<file path="src/rtl/decode_queue.sv">
// Decoded-instruction queue between the static decoder and dispatch/rename.
// Optional macro DECODE_QUEUE_BYPASS_EN: empty queue forwards input to output in the same cycle.

package C;
  typedef struct packed {
    logic        valid;
    logic [31:0] pc;
    logic [31:0] instr;
    logic [4:0]  rd;
    logic [4:0]  rs1;
    logic [4:0]  rs2;
  } si_t;
endpackage

module decode_queue #(
  parameter int unsigned DEPTH = 4
) (
  input  logic                     clk_i,
  input  logic                     rstn_i,
  input  logic                     flush_i,
  input  logic                     in_valid_i,
  output logic                     in_ready_o,
  input  C::si_t                   in_si_i,
  output logic                     out_valid_o,
  input  logic                     out_ready_i,
  output C::si_t                   out_si_o,
  output logic [$clog2(DEPTH):0]   count_o
);

  localparam int unsigned AW = $clog2(DEPTH);

  C::si_t      r_mem [DEPTH];
  logic [AW:0] r_wr_ptr;
  logic [AW:0] r_rd_ptr;

  logic   w_empty;
  logic   w_full;
  logic   w_push;
  logic   w_pop;
  C::si_t w_head;

  assign w_empty = (r_wr_ptr == r_rd_ptr);
  assign w_full  = (r_wr_ptr[AW] != r_rd_ptr[AW]) &&
                   (r_wr_ptr[AW-1:0] == r_rd_ptr[AW-1:0]);

  // Ready is independent of out_ready_i: a full queue refuses even on a same-cycle pop.
  assign in_ready_o = !w_full && !flush_i;

`ifdef DECODE_QUEUE_BYPASS_EN
  logic w_bypass;

  assign w_bypass    = w_empty && !flush_i;
  assign out_valid_o = w_bypass ? in_valid_i : (!w_empty && !flush_i);
  assign w_head      = w_bypass ? in_si_i : r_mem[r_rd_ptr[AW-1:0]];
  // A record consumed straight through never lands in storage.
  assign w_push      = in_valid_i && in_ready_o && !(w_bypass && out_ready_i);
`else
  assign out_valid_o = !w_empty && !flush_i;
  assign w_head      = r_mem[r_rd_ptr[AW-1:0]];
  assign w_push      = in_valid_i && in_ready_o;
`endif

  assign w_pop    = out_valid_o && out_ready_i && !w_empty;
  assign out_si_o = out_valid_o ? w_head : '0;
  assign count_o  = r_wr_ptr - r_rd_ptr;

  always_ff @(posedge clk_i or negedge rstn_i) begin
    if (!rstn_i) begin
      r_wr_ptr <= '0;
      r_rd_ptr <= '0;
    end else if (flush_i) begin
      r_wr_ptr <= '0;
      r_rd_ptr <= '0;
    end else begin
      if (w_push) r_wr_ptr <= r_wr_ptr + 1'b1;
      if (w_pop)  r_rd_ptr <= r_rd_ptr + 1'b1;
    end
  end

  // Storage has no reset; the pointers alone define which slots are live.
  always_ff @(posedge clk_i) begin
    if (w_push) r_mem[r_wr_ptr[AW-1:0]] <= in_si_i;
  end

endmodule

</file>
<file path="config.mk">
export PLATFORM = sky130hd
export DESIGN_NAME = decode_queue
export DESIGN_NICKNAME = d
export VERILOG_FILES = /design/src/rtl/decode_queue.sv
export SDC_FILE = /design/constraint.sdc
export NUM_CORES = 1
export LEC_CHECK = 0
export ABC_AREA = 1
export CAP_MARGIN = 20
export CORE_MARGIN = 2
export CORE_UTILIZATION = 40
export DETAILED_ROUTE_END_ITERATION = 16
export DONT_BUFFER_PORTS = 1
export PLACE_DENSITY = 0.5
export SETUP_SLACK_MARGIN = 0.3
export SYNTH_ARGS = -nofsm -noshare
export SYNTH_HDL_FRONTEND = slang
export SYNTH_SLANG_ARGS = --single-unit
</file>
<file path="constraint.sdc">
create_clock -name clk_i -period 6.36 [get_ports clk_i]
set_clock_uncertainty 0.05 [all_clocks]
set_input_delay 0.318 -clock clk_i [delete_from_list [all_inputs] [get_ports clk_i]]
set_output_delay 0.318 -clock clk_i [all_outputs]
set_load 0.01 [all_outputs]
</file>
==> results of run 1 <==
==> worst register-to-register path, cell delays in order (launching register included) <==
cell and delay [ns]:
sky130_fd_sc_hd__dfrtp_4 0.99, sky130_fd_sc_hd__ha_1 0.42, sky130_fd_sc_hd__nand2_1 0.07, sky130_fd_sc_hd__inv_1 0.07, sky130_fd_sc_hd__nand3_1 0.09, sky130_fd_sc_hd__nand3_1 0.36, sky130_fd_sc_hd__nor2_4 0.93, sky130_fd_sc_hd__buf_12 0.41
==> per-layer routing <==
metal	vias up	part of all wire	track usage
met5	-	0	0
met4	0	0.024	0.05824
met3	48	0.063	0.04051
met2	209	0.48	0.2876
met1	3772	0.44	0.2245
li1	3729	-	-
==> stage by stage <==
stage | instance area, sq um | hold WS [ns] | worst slack [ns] | cells | power, W
after floorplan | 12870 | -0.02759 | 0.9522 | 1007 | 0.003137
after global placement | 13170 | -0.02721 | 2.350 | 1359 | 0.003314
after detailed placement | 13170 | -0.02723 | 2.264 | 1359 | 0.003315
after CTS | 15140 | 0.005828 | 2.239 | 1505 | 0.005377
after global routing | 15180 | 0.05755 | 2.273 | 1508 | 0.005559
final | 15180 | 0.02986 | 2.592 | 1508 | 0.005307
==> power breakdown <==
group          switching, W  internal, W  leakage (nW)
clock              0.000808      0.00118         0.555
combinational      0.000592     0.000219          1.59
sequential        0.0000693      0.00244          2.98
total               0.00147      0.00384          5.13
==> logic make-up after synthesis <==
logic type                 Yosys count  synth area share
buffers and inverters               76           0.03151
and+or+nand+nor                    353            0.1055
adders and majority gates            8          0.008363
AOI/OAI and AO/OA                  241           0.09404
xor gates and xnor gates             3          0.002043
DFF                                326            0.7585
==> final cells by class <==
type                       instances  area, sq um  share of cell area
tap                              402        503.0             0.03314
antenna                            2        5.005           0.0003298
timing repair buffer              97        985.9             0.06496
clock buffer                      41        940.9             0.06199
sequential                       326         9767              0.6435
inverter                          15        60.06            0.003957
multi-input combinational        605         2736              0.1803
clock inverter                    20        178.9             0.01179
==> cell usage after synthesis <==
cell type	count
sky130_fd_sc_hd__a21oi_1	80
sky130_fd_sc_hd__a21oi_2	1
sky130_fd_sc_hd__buf_1	5
sky130_fd_sc_hd__buf_2	25
sky130_fd_sc_hd__buf_4	3
sky130_fd_sc_hd__buf_6	10
sky130_fd_sc_hd__clkbuf_1	18
sky130_fd_sc_hd__dfrtp_1	6
sky130_fd_sc_hd__edfxtp_1	320
sky130_fd_sc_hd__fa_1	1
sky130_fd_sc_hd__ha_1	7
sky130_fd_sc_hd__inv_1	12
sky130_fd_sc_hd__inv_2	2
sky130_fd_sc_hd__inv_4	1
sky130_fd_sc_hd__nand2_1	12
sky130_fd_sc_hd__nand2_2	1
sky130_fd_sc_hd__nand3_1	11
sky130_fd_sc_hd__nand3_2	1
sky130_fd_sc_hd__nand4_1	4
sky130_fd_sc_hd__nor2_1	324
sky130_fd_sc_hd__o21ai_0	71
sky130_fd_sc_hd__o21ai_1	89
sky130_fd_sc_hd__xor2_1	3
==> state kept, by name, summed over array words and instances (netlist names) <==
register,flops
r_rd_ptr,3
r_wr_ptr,3
r_mem,320
==> worst max-delay path by stage <==
stage          slack (ns)                      to  cells after the start                     from
3_5_place_dp         2.26  r_mem[3][29]$_DFFE_PP_                      8  r_rd_ptr[1]$_DFFE_PN0P_
2_1_floorplan        0.95   r_mem[0][0]$_DFFE_PP_                      9  r_rd_ptr[1]$_DFFE_PN0P_
4_1_cts              2.24  r_mem[3][61]$_DFFE_PP_                      8  r_rd_ptr[1]$_DFFE_PN0P_
5_1_grt              2.27  r_mem[3][27]$_DFFE_PP_                      7  r_rd_ptr[0]$_DFFE_PN0P_
6_report             2.59  r_mem[3][27]$_DFFE_PP_                      7  r_rd_ptr[0]$_DFFE_PN0P_
3_3_place_gp         2.35  r_mem[3][29]$_DFFE_PP_                      8  r_rd_ptr[1]$_DFFE_PN0P_
==> repair_timing <==
| item | 4_1_cts | 5_1_grt |
|---|---|---|
| hold buffers | 85 | 0 |
| setup buffers | 0 | 0 |
| endpoints found under the hold margin | 332 | 0 |
==> impl.org, run 1 <==
** Run status
- The flow ran to the end, and the final reports show no timing, DRC or antenna violations.

** Detailed routing
- Once detail routing completed, the nets flagged for antenna violations numbered 0.
- Detailed-route vias per instance :: 5.145
- Count of vias placed by the detailed router :: 7758
- The routed design has approximately 29000 microns of wire.
- DRT Pass-1 Iters :: 4
- The first routing iteration left 524 violations.
- Average wire per standard cell :: between 15 and 20 microns
- Remaining routing DRC violations :: 0

** Floorplanning
- Die span in x :: between 150 and 200 microns
- Die height :: around 180 microns
- Core footprint :: approximately 32000 sq um
- Placement row count :: 65
- The floorplan step defined a die boundary enclosing 33620 sq um.
- Initial Util :: 0.4067
- 170 I/O pins were placed.

** Worst setup path
- Data required time at the worst endpoint :: about 6.5 ns
- By startpoint and endpoint, the worst setup path is classified as register to register.
- Peak per-stage delay on the critical path :: 0.99 ns
- CP Launch Type :: register
- Counting cells, the worst reg-to-reg path comes to 7.
- CP max-delay cell :: sky130_fd_sc_hd__dfrtp_4
- Critical Path AT :: approximately 3.9 ns
- Sequence of cells on the critical path :: ha_1 -> nand2_1 -> inv_1 -> nand3_1 -> nand3_1 -> nor2_4 -> buf_12
- Peak fanout along the critical path :: 75
- The worst register-to-register path ends at r_mem[3][27]$_DFFE_PP_.
- In this design, the largest share of critical-path delay is due to simple AND/OR/NAND/NOR gates.
- STA classifies the critical path endpoint as a register.
- Startpoint of the worst register-to-register path :: r_rd_ptr[0]$_DFFE_PN0P_
- WP buf/inv :: 2
- Top cell by count, worst path :: sky130_fd_sc_hd__nand3_1
- Setup slack on the worst flop-to-flop path :: 2.59 ns

** Layout
- Post-synthesis to final-layout area growth :: 17.96%
- Post-layout utilization of the core :: 0.4797
- Count of nets after finishing :: between 1000 and 1500
- Final-layout fill cell count :: approximately 2800
- In the final layout, the share of cells above drive strength 1 is 0.06884.
- Most used cells in the layout excluding fill and tap cells :: sky130_fd_sc_hd__nor2_1, sky130_fd_sc_hd__edfxtp_1, sky130_fd_sc_hd__o21ai_1, sky130_fd_sc_hd__dlygate4sd3_1, sky130_fd_sc_hd__a21oi_1

** Hold path
- Source of the worst hold timing path :: out_ready_i
- The worst hold path belongs to the class primary input to register.
- The path with the worst hold slack has its endpoint at r_rd_ptr[2]$_DFFE_PN0P_.
- Counting instances, the worst hold path has a depth of 3.

** Clock tree
- TritonCTS clock tree :: done
- In this run the deepest clock path goes through 3 buffers.
- Once the clock tree was built, the resizer swapped 0 gates to a different size.
- TritonCTS created 36 clock buffers.
- Clock Sinks :: about 330
- Clock-pin slew reported for the worst setup and hold paths after clock tree synthesis :: around 0.06 ns
- Clock latency on the worst-skew pair, taken at its later pin, is approximately 0.50 ns.
- CTS built an H-tree with a depth of 2.
- In this run the clock root is driven by a sky130_fd_sc_hd__clkbuf_16.

** Placement
- HPWL reported at the end of detailed placement :: between 15000 and 20000 microns
- The congestion estimate from routability-driven global placement came to between 0.7 and 0.8.
- I/O Buffers :: 0

** Yosys
- Synthesis produced a netlist with a net count of 1100.
- Cell type contributing the most total cell area after synthesis :: sky130_fd_sc_hd__edfxtp_1
- Post-synthesis instance area :: about 13000 sq um
- Dividing the synthesized area by the synthesized cell count gives roughly 13 sq um.
- The share of the Yosys chip area taken by registers is 0.7585.
- After synthesis, the netlist uses 23 different library cells.
- Leading cell types by total area after synthesis :: sky130_fd_sc_hd__edfxtp_1, sky130_fd_sc_hd__nor2_1, sky130_fd_sc_hd__o21ai_1
- Of the post-synthesis cell area, the dominant cell type holds 0.7469.
- Synth warnings :: 0
- Synthesis handed over a netlist of a little over 1000 instances.
- The synthesized design contains 326 register bits.

** STA
- Summed over all failing endpoints, the final setup total negative slack is 0 ns.
- Worst-case headroom to the max-slew limit :: 0.2980
- Of the available clock period, the critical path in the final layout requires 0.5925.
- RSZ-0062 raised after global routing :: false
- Final setup violation count :: 0
- Counting I/O delays and the setup requirement, the final critical path takes roughly 3.8 ns.
- The hold violation count in the final report came to 0.
- For the pin with the worst max-slew slack, the measured transition is 1.053 ns.
- Final-report max-slew violation count :: 0
- Timing would allow up to roughly 270 MHz.

** Global routing
- Vias in the first global route :: slightly below 8000
- Final global-route overflow total :: 0
- Maximum number of pins on one net before global-route repair :: between 90 and 100
- In the global route stage, overall resource usage came out at 0.1730.
- Initial antenna violation count :: 2
- Wire length of the first global-routing pass :: about 45000 microns

** Pwr
- Cell Pwr Density :: around 350 nW/um^2
- The worst-case IR drop observed on VDD is ~230 uV.
- Cell leakage power :: slightly above 5 nW

** Flow run
- Max_cap viols :: 0
Power figures use the tool's default switching activity.
==> run 2, diff against run 1 <==
- ABC_AREA: 1 -> 0
- PLACE_DENSITY: 0.5 -> 0.52
- clock period: 6.36 -> 3.4 ns (I/O delays scaled with it)
==> run 2 against run 1 <==
Effect of this change: area after synthesis is 0.77% lower; combinational power grew to 3.5 times the previous value; flip-flop and latch count stayed put; power is 110% higher; routed wire length is 13% lower; clock power is 77% higher; sequential share of layout area is 0.21 points lower; die area is 0.75% lower; sequential power is 96% higher; worst hold slack better by 0.066 ns.
==> impl.org, run 2 <==
** Run status
- Result of the run: completed (unchanged).

** Floorplanning
- The chip height was 182.7 microns (was 183.3 microns).
- The starting density of the core came to 0.4056 (was 0.4067).
- Area of the die :: 33360 sq um (was 33620 sq um)
- The count of boundary I/O pins came to 170 (unchanged).
- The die boundary width came to 182.7 microns (was 183.3 microns).
- The core area was 31470 sq um (was 31640 sq um).
- Placement row count :: 65 (unchanged)

** Clock tree
- The largest buffer count on any clock path is 3 (unchanged).
- H-tree lvl count :: 2 (unchanged)
- The clock tree from TritonCTS is done (unchanged).
- The clock sink total is 326 (unchanged).
- Clock-pin slew reported for the worst setup and hold paths after clock tree synthesis :: 0.06 ns (about the same)
- The number of setup buffers added after CTS is 0 (unchanged).
- The latest clock arrival within the worst-skew pair was 0.52 ns (was 0.50 ns).
- CTS Root Buffer Type :: sky130_fd_sc_hd__clkbuf_16 (unchanged)
- The number of CTS-inserted buffers is 36 (unchanged).

** STA
- Final setup violation count :: 0 (unchanged)
- Worst-Margin Slew :: 0.8067 ns (was 1.053 ns)
- RSZ-0062 raised after global routing: false (unchanged).
- Derived from the worst setup path, the maximum achievable clock frequency is roughly 350 MHz.
- The hold violation count in the final report is 0 (unchanged).
- The max-slew violation count came to 0 (unchanged).
- The worst path needs just under 3 ns of the cycle, external delays included.
- The worst slew slack as a fraction of its limit came to 0.4622 (was 0.2980).
- Period utilization :: 0.8484
- The post-route setup TNS was 0 ns (unchanged).

** Layout
- # diodes :: 0 (was 2)
- The final-layout fill cell count was 2586 (was 2790).
- Most used cells in the layout excluding fill and tap cells :: sky130_fd_sc_hd__edfxtp_1, sky130_fd_sc_hd__dlygate4sd3_1, sky130_fd_sc_hd__mux4_2, sky130_fd_sc_hd__nor2b_1, sky130_fd_sc_hd__clkbuf_16 (was sky130_fd_sc_hd__nor2_1, sky130_fd_sc_hd__edfxtp_1, sky130_fd_sc_hd__o21ai_1, sky130_fd_sc_hd__dlygate4sd3_1, sky130_fd_sc_hd__a21oi_1)
- Count of nets after finishing :: 775 (was 1174)
- Share of layout cells above drive strength 1 :: 0.2312 (was 0.06884)
- The library cell used most frequently in the layout, excluding fill and tap cells, is sky130_fd_sc_hd__edfxtp_1.
- The number of non-filler instances in the completed layout came to 1107 (was 1508).
- Post-synthesis to final-layout area growth :: 19.26% (was 17.96%)
- The number of flip-flops under the largest register name came to 320 (unchanged).

** Yosys
- Cell type contributing the most total cell area after synthesis :: sky130_fd_sc_hd__edfxtp_1 (unchanged)
- Most numerous cell in the Yosys netlist :: sky130_fd_sc_hd__edfxtp_1 (was sky130_fd_sc_hd__nor2_1)
- Register area share after synthesis :: 0.7644 (was 0.7585)
- Number of enable flip-flop cells after synthesis :: 320 (unchanged)
- The primary flip-flop cell chosen by synthesis mapping is sky130_fd_sc_hd__edfxtp_1 (unchanged).
- Post-synthesis instance area :: 12770 sq um (was 12870 sq um)
- Share of synthesized flip-flops with an asynchronous set or reset :: 0.01840 (unchanged)
- Leading post-synthesis cells by instance count: sky130_fd_sc_hd__edfxtp_1, sky130_fd_sc_hd__mux4_2, sky130_fd_sc_hd__nor2b_1, sky130_fd_sc_hd__buf_6, sky130_fd_sc_hd__nor2b_2 (was sky130_fd_sc_hd__nor2_1, sky130_fd_sc_hd__edfxtp_1, sky130_fd_sc_hd__o21ai_1, sky130_fd_sc_hd__a21oi_1, sky130_fd_sc_hd__o21ai_0).
- The number of nets produced by synthesis is 665 (was 1100).
- Leading cell types by total area after synthesis: sky130_fd_sc_hd__edfxtp_1, sky130_fd_sc_hd__mux4_2, sky130_fd_sc_hd__nor2b_1 (was sky130_fd_sc_hd__edfxtp_1, sky130_fd_sc_hd__nor2_1, sky130_fd_sc_hd__o21ai_1).
- The share of the synthesized area in the top cell type is 0.7526 (was 0.7469).
- Count of state elements after synthesis :: 326 (unchanged)
- Synth warnings :: 0 (unchanged)
- Number of distinct library cells after synthesis :: 37 (was 23)
- The post-synthesis area per instance was 22.32 sq um (was 12.78 sq um).
- The instance count of the mapped netlist is 572 (was 1007).

** Pwr
- The power density over the cells was 738.1 nW/um^2 (was 349.7 nW/um^2).
- Maximum VDD drop :: 517.6 uV (was 232.4 uV)
- The static power due to leakage was 4.744 nW (was 5.131 nW).

** Flow run
- Max_cap viols :: 0 (unchanged)

** Detailed routing
- DRT Pass-1 Iters :: 5 (was 4)
- The detail-routed via count per cell was 5.298 (was 5.145).
- The routed length per placed instance came to 22.92 microns (was 19.27 microns).
- Count of vias placed by the detailed router :: 5865 (was 7758)
- The residual antenna-violating net count after detailed routing is 0 (unchanged).
- The DRC violations left came to 0 (unchanged).
- The number of DRC markers in iteration 0 is 322 (was 524).
- The total routed wirelength was 25370 microns (was 29060 microns).

** Global routing
- All-layer global routing usage :: 0.1522 (was 0.1730)
- Wire length of the first global-routing pass :: 38500 microns (was 45060 microns)
- The pin count of the biggest net entering global routing came to 85 (was 91).
- The via count of the first global-routing pass was 6492 (was 7917).
- The global route total overflow was 0 (unchanged).
- Initial antenna violation count :: 0 (was 2)

** Placement
- The sum of net half-perimeters after detailed placement was 14470 microns (was 15160 microns).
- I/O Buffers :: 0 (unchanged)
- Placed cell count :: 959 (was 1359)
- Final weighted congestion in routability-driven placement :: 0.7030 (was 0.7295)

** Hold path
- Path category of the worst min-delay check :: primary input to register (unchanged)
- The startpoint of the lowest-slack hold path is in_valid_i (was out_ready_i).
- The worst hold path depth came to 1 (was 3).
- The hold path endpoint was r_mem[1][5]$_DFFE_PP_ (was r_rd_ptr[2]$_DFFE_PN0P_).

** Worst setup path
- The endpoint required time on the critical path was 3.18 ns (was 6.48 ns).
- The type of origin of the critical path is a register (unchanged).
- RR Endpoint :: r_mem[0][18]$_DFFE_PP_ (was r_mem[3][27]$_DFFE_PP_)
- The type of the worst setup path is register to output pin (was register to register).
- Setup slack on the worst flop-to-flop path :: 0.59 ns (was 2.59 ns)
- Peak fanout along the critical path :: 42 (was 75)
- The arrival time at the worst endpoint was 2.66 ns (was 3.88 ns).
- The element type at the critical path end was an output pin (was register).
- The startpoint of the worst-slack reg-to-reg timing path is r_wr_ptr[0]$_DFFE_PN0P_ (was r_rd_ptr[0]$_DFFE_PN0P_).
- R2R cell count :: 6 (was 7)
==> run 2: cell types whose count changed in the layout (fill, tap and decap cells not counted), sizes merged, moves of 10 or more <==
cell / previous run / this run
a21oi: 81 / 5
clkbuf: 41 / 51
clkinv: 17 / 6
mux4: 0 / 80
nand2: 13 / 3
nor2: 324 / 3
nor2b: 0 / 80
o21ai: 160 / 0
==> run 2: worst max-delay path by stage <==
| stage | startpoint | to | slack, ns | cells past startpoint |
|---|---|---|---|---|
| global route | r_rd_ptr[1]$_DFFE_PN0P_ | count_o[1] | 0.39 | 4 |
| CTS | r_wr_ptr[0]$_DFFE_PN0P_ | out_si_o[13] | 0.33 | 6 |
| finish | r_rd_ptr[1]$_DFFE_PN0P_ | count_o[1] | 0.52 | 4 |
| global placement | r_wr_ptr[0]$_DFFE_PN0P_ | r_mem[0][79]$_DFFE_PP_ | 0.68 | 6 |
| floorplan | r_rd_ptr[1]$_DFFE_PN0P_ | r_mem[0][0]$_DFFE_PP_ | 0.20 | 7 |
| detailed placement | r_wr_ptr[0]$_DFFE_PN0P_ | r_mem[1][45]$_DFFE_PP_ | 0.63 | 6 |
==> run 2: cells by family after synthesis <==
logic type                 after synthesis  share of synthesized area
and+or+nand+nor                        106                    0.05478
DFF                                    326                     0.7644
muxes                                   81                     0.1420
xor gates and xnor gates                 3                   0.002647
AOI/OAI and AO/OA                       13                   0.007546
buffers and inverters                   35                    0.02019
adders and majority gates                8                   0.008428
==> run 2: metrics by stage <==
step | utilization | hold slack [ns] | total power [W] | cell area [sq um] | setup WS (ns)
floorplan | - | -0.1756 | 0.007162 | 12770 | 0.2022
finish | 0.4838 | 0.09610 | 0.01124 | 15230 | 0.5153
CTS | 0.4835 | 0.09220 | 0.01142 | 15220 | 0.3269
global placement | 0.4219 | -0.1749 | 0.007668 | 13280 | 0.6762
detailed placement | 0.4219 | -0.1749 | 0.007719 | 13280 | 0.6289
global route | 0.4838 | 0.09222 | 0.01180 | 15230 | 0.3886
==> run 2: metal layers <==
| layer | vias to the layer above | part of all wire | global-route usage |
|---|---|---|---|
| met1 | 3086 | 0.42 | 0.2011 |
| met3 | 34 | 0.066 | 0.03752 |
| met4 | 0 | 0.017 | 0.04065 |
| li1 | 2562 | - | - |
| met5 | - | 0 | 0 |
| met2 | 183 | 0.50 | 0.2537 |
==> run 2: cell type report <==
cell class	count	area, sq um	area share
Clock buffer	51	957.2	0.06286
Clock inverter	10	115.1	0.007560
Inverter	6	22.52	0.001479
Multi-Input combinational cell	212	2779	0.1825
Sequential cell	326	9767	0.6415
Tap cell	402	503.0	0.03303
Timing Repair Buffer	100	1082	0.07108
==> run 2: worst max-delay path: stages (launching register included) <==
cell and delay (ns):
sky130_fd_sc_hd__dfrtp_4 0.40, sky130_fd_sc_hd__buf_4 0.52, sky130_fd_sc_hd__buf_6 0.47, sky130_fd_sc_hd__fa_1 0.55, sky130_fd_sc_hd__inv_1 0.13
==> run 2: power breakdown <==
group	leakage, nW	switching, W	internal [W]	total [W]
clock	0.508	0.00147	0.00205	0.00352
combinational	1.25	0.00163	0.00118	0.00281
sequential	2.98	0.0000907	0.00482	0.00491
==> run 2: what timing repair did <==
item / CTS / global route
hold buffers: 86 / 0
gates resized for setup: 1 / 0
hold endpoints to repair: 332 / 0
gates cloned: 0 / 1
setup endpoints to repair: 4 / 24
==> run 3, diff against run 2 <==
- ABC_AREA: 0 -> 1
- PLACE_DENSITY: 0.52 -> 0.5
- clock period: 3.4 -> 2.71 ns (I/O delays scaled with it)
==> run 3 against run 2 <==
Effect of this change: flip-flop and latch count unchanged; highest routed layer unchanged; largest cell class unchanged; combinational power down 2%; clock power up 28%; register-to-register slack worse by 0.14 ns; largest power group unchanged; non-clock buffer count up 26.
==> impl.org, run 3 (synthesized netlist as in run 1, its figures left out) <==
** STA
- The slew at the pin closest to its max-slew limit came to 0.8547 ns (was 0.8067 ns).
- Final-layout worst hold slack :: 0.2215 ns (was 0.09610 ns)
- RSZ-0062 raised after global routing: true (was false).
- Final count of hold timing violations :: 0 (unchanged)
- Worst-case headroom to the max-slew limit :: 0.4296 (was 0.4622)
- Static timing analysis puts the maximum clock frequency at approximately 420 MHz.
- Post-layout min period :: 2.369 ns
- The final setup violation count is 0 (unchanged).
- Final-report max-slew violation count :: 0 (unchanged)
- Period utilization :: 0.8743

** Layout
- Share of layout cells above drive strength 1 :: 0.1548 (was 0.2312)
- The number of antenna diodes was 0 (unchanged).
- Most used cells in the layout excluding fill and tap cells :: sky130_fd_sc_hd__nor2_1, sky130_fd_sc_hd__edfxtp_1, sky130_fd_sc_hd__o21ai_1, sky130_fd_sc_hd__dlygate4sd3_1, sky130_fd_sc_hd__o21ai_0 (was sky130_fd_sc_hd__edfxtp_1, sky130_fd_sc_hd__dlygate4sd3_1, sky130_fd_sc_hd__mux4_2, sky130_fd_sc_hd__nor2b_1, sky130_fd_sc_hd__clkbuf_16)
- Area of all placed cells without fillers :: 15990 sq um (was 15230 sq um)
- Flip-flop count of the largest register, all copies and words added :: 320 (unchanged)
- The post-layout net count came to 1207 (was 775).
- The final-layout fill cell count is 2717 (was 2586).
- Post-route insts no fill :: 1539 (was 1107)
- Area of combinational cells with multiple inputs :: 3110 sq um (was 2779 sq um)
- The area overhead of the layout relative to synthesis is 24.28% (was 19.26%).
- The sequential standard cell area was 9767 sq um (unchanged).

** Worst setup path
- Data required time at the worst endpoint :: 2.52 ns (was 3.18 ns)
- Worst setup EP type :: output pin (unchanged)
- CP Launch Type :: register (unchanged)
- The type of the worst setup path was register to output pin (unchanged).
- Peak fanout along the critical path :: 4 (was 42)
- Critical Path AT :: 2.18 ns (was 2.66 ns)

** Placement
- Final weighted congestion in routability-driven placement :: 0.7267 (was 0.7030)
- Area post-placement :: 13440 sq um (was 13280 sq um)
- The sum of net half-perimeters after detailed placement is 16710 microns (was 14470 microns).
- I/O Buffers :: 0 (unchanged)
- The cell count after placement came to 1376 (was 959).

** Pwr
- The largest voltage drop on the vdd net is 656.0 uV (was 517.6 uV).
- Net Sw Power :: 0.003732 W (was 0.003187 W)
- The sequential power share came to 0.443 (was 0.437).
- The proportion of power drawn by combinational gates was 0.211 (was 0.250).
- Relative contribution of the clock network to total power :: 0.346 (was 0.313)
- The switching portion of total power was 0.2863 (was 0.2836).
- The static power due to leakage came to 5.365 nW (was 4.744 nW).
- The design internal power came to 0.009304 W (was 0.008050 W).
- Cell Pwr Density :: 815.3 nW/um^2 (was 738.1 nW/um^2)

** Hold path
- Path category of the worst min-delay check :: primary input to register (unchanged)

** Global routing
- The via count of the first global-routing pass was 7886 (was 6492).
- The aggregate global-route resource usage was 0.1848 (was 0.1522).
- Wire length of the first global-routing pass :: 47090 microns (was 38500 microns)
- Final global-route overflow total :: 0 (unchanged)
- The pin count of the biggest net entering global routing came to 84 (was 85).
- The initial antenna violation count came to 0 (unchanged).

** Floorplanning
- Die height :: 183.3 microns (was 182.7 microns)
- Area of the die :: 33620 sq um (was 33360 sq um)
- The starting density of the core came to 0.4067 (was 0.4056).
- Placement row count :: 65 (unchanged)
- The core area came to 31640 sq um (was 31470 sq um).
- Top-Level Pins :: 170 (unchanged)
- The die boundary width came to 183.3 microns (was 182.7 microns).

** Detailed routing
- Number of design-rule violations left by the first detailed-router iteration :: 510 (was 322)
- Count of vias placed by the detailed router :: 7873 (was 5865)
- The routed length per placed instance is 20.62 microns (was 22.92 microns).
- The DRC violations left came to 0 (unchanged).
- DRT Pass-1 Iters :: 4 (was 5)
- The total routed wirelength came to 31730 microns (was 25370 microns).
- Detailed-route vias per instance :: 5.116 (was 5.298)
- The residual antenna-violating net count after detailed routing was 0 (unchanged).

** Clock tree
- TritonCTS Buffers :: 37 (was 36)
- Worst-skew pair later-pin latency :: 0.50 ns (was 0.52 ns)
- H-tree lvl count :: 2 (unchanged)
- The largest buffer count on any clock path was 3 (unchanged).
- The clock tree from TritonCTS was done (unchanged).
- Clock Sinks :: 326 (unchanged)
- Clock-pin slew reported for the worst setup and hold paths after clock tree synthesis :: 0.06 ns (about the same)
- The buffer type at the clock tree root is sky130_fd_sc_hd__clkbuf_16 (unchanged).

** Run status
- Result of the run: completed (unchanged).

** Flow run
- Max_cap viols :: 0 (unchanged)
## run 3: cell count changes in the layout (fill, tap and decap cells not counted), sizes merged, moves of 13 or more
cell | previous run | this run
mux4 | 80 | 0
nand2 | 3 | 16
nor2 | 3 | 324
nor2b | 80 | 0
a21oi | 5 | 81
buf | 14 | 36
o21ai | 0 | 160
## run 3: path summary, 6_finish.rpt
path                                           end  cells after the start  slack, ns               startpoint
max                                   out_si_o[12]                      7       0.34  r_rd_ptr[0]$_DFFE_PN0P_
min                        r_rd_ptr[2]$_DFFE_PN0P_                      3       0.22                  flush_i
max reg2reg                 r_mem[3][33]$_DFFE_PP_                      8       0.45  r_rd_ptr[0]$_DFFE_PN0P_
min reg2reg                r_wr_ptr[0]$_DFFE_PN0P_                      2       0.54  r_wr_ptr[0]$_DFFE_PN0P_
max in group asynchronous  r_rd_ptr[1]$_DFFE_PN0P_                      2       1.84                   rstn_i
min in group asynchronous  r_rd_ptr[2]$_DFFE_PN0P_                      2       0.48                   rstn_i
## run 3: per-layer routing
| layer | track usage | vias up | share of wire |
|---|---|---|---|
| met2 | 0.3142 | 181 | 0.50 |
| met3 | 0.04349 | 48 | 0.059 |
| met5 | 0 | - | 0 |
| li1 | - | 3794 | - |
| met1 | 0.2372 | 3850 | 0.42 |
| met4 | 0.05248 | 0 | 0.022 |
## run 3: worst max-delay path, cell delays in order (launching register included)
cell	delay (ns)
sky130_fd_sc_hd__dfrtp_4	0.54
sky130_fd_sc_hd__ha_4	0.25
sky130_fd_sc_hd__nand2_4	0.06
sky130_fd_sc_hd__inv_4	0.04
sky130_fd_sc_hd__nand3_4	0.12
sky130_fd_sc_hd__nand2_4	0.15
sky130_fd_sc_hd__a21oi_1	0.33
sky130_fd_sc_hd__buf_4	0.19
## run 3: per-stage QoR
step	utilization	setup TNS, ns	total power, W	setup WS, ns
global route	0.5054	0	0.01366	0.2697
finish	0.5054	0	0.01304	0.3407
floorplan	-	-82.58	0.007374	-0.2749
global placement	0.4248	0	0.007918	0.5663
detailed placement	0.4248	0	0.007924	0.5179
CTS	0.4972	0	0.01296	0.2369
## run 3: area by class of cell
cell class                      count  share of cell area
Sequential cell                   326              0.6108
Multi-Input combinational cell    608              0.1945
Timing Repair Buffer              126             0.09116
Clock buffer                       42             0.05908
Tap cell                          402             0.03146
Clock inverter                     20            0.008685
Inverter                           15            0.004304
## run 3: repair_timing
item / CTS / global route
resized for setup: 62 / 26
gates cloned: 4 / 5
endpoints found under the hold margin: 332 / 0
endpoints found under the setup margin: 81 / 66
hold buffers: 85 / 0
buffers inserted: 2 / 5
## run 3: power by group through the flow
stage               combinational, W  clock, W  sequential [W]
floorplan                    0.00151         0         0.00586
global placement             0.00205         0         0.00587
detailed placement           0.00205         0         0.00588
CTS                          0.00256   0.00463         0.00577
global route                 0.00304   0.00483         0.00578
finish                       0.00275   0.00452         0.00577
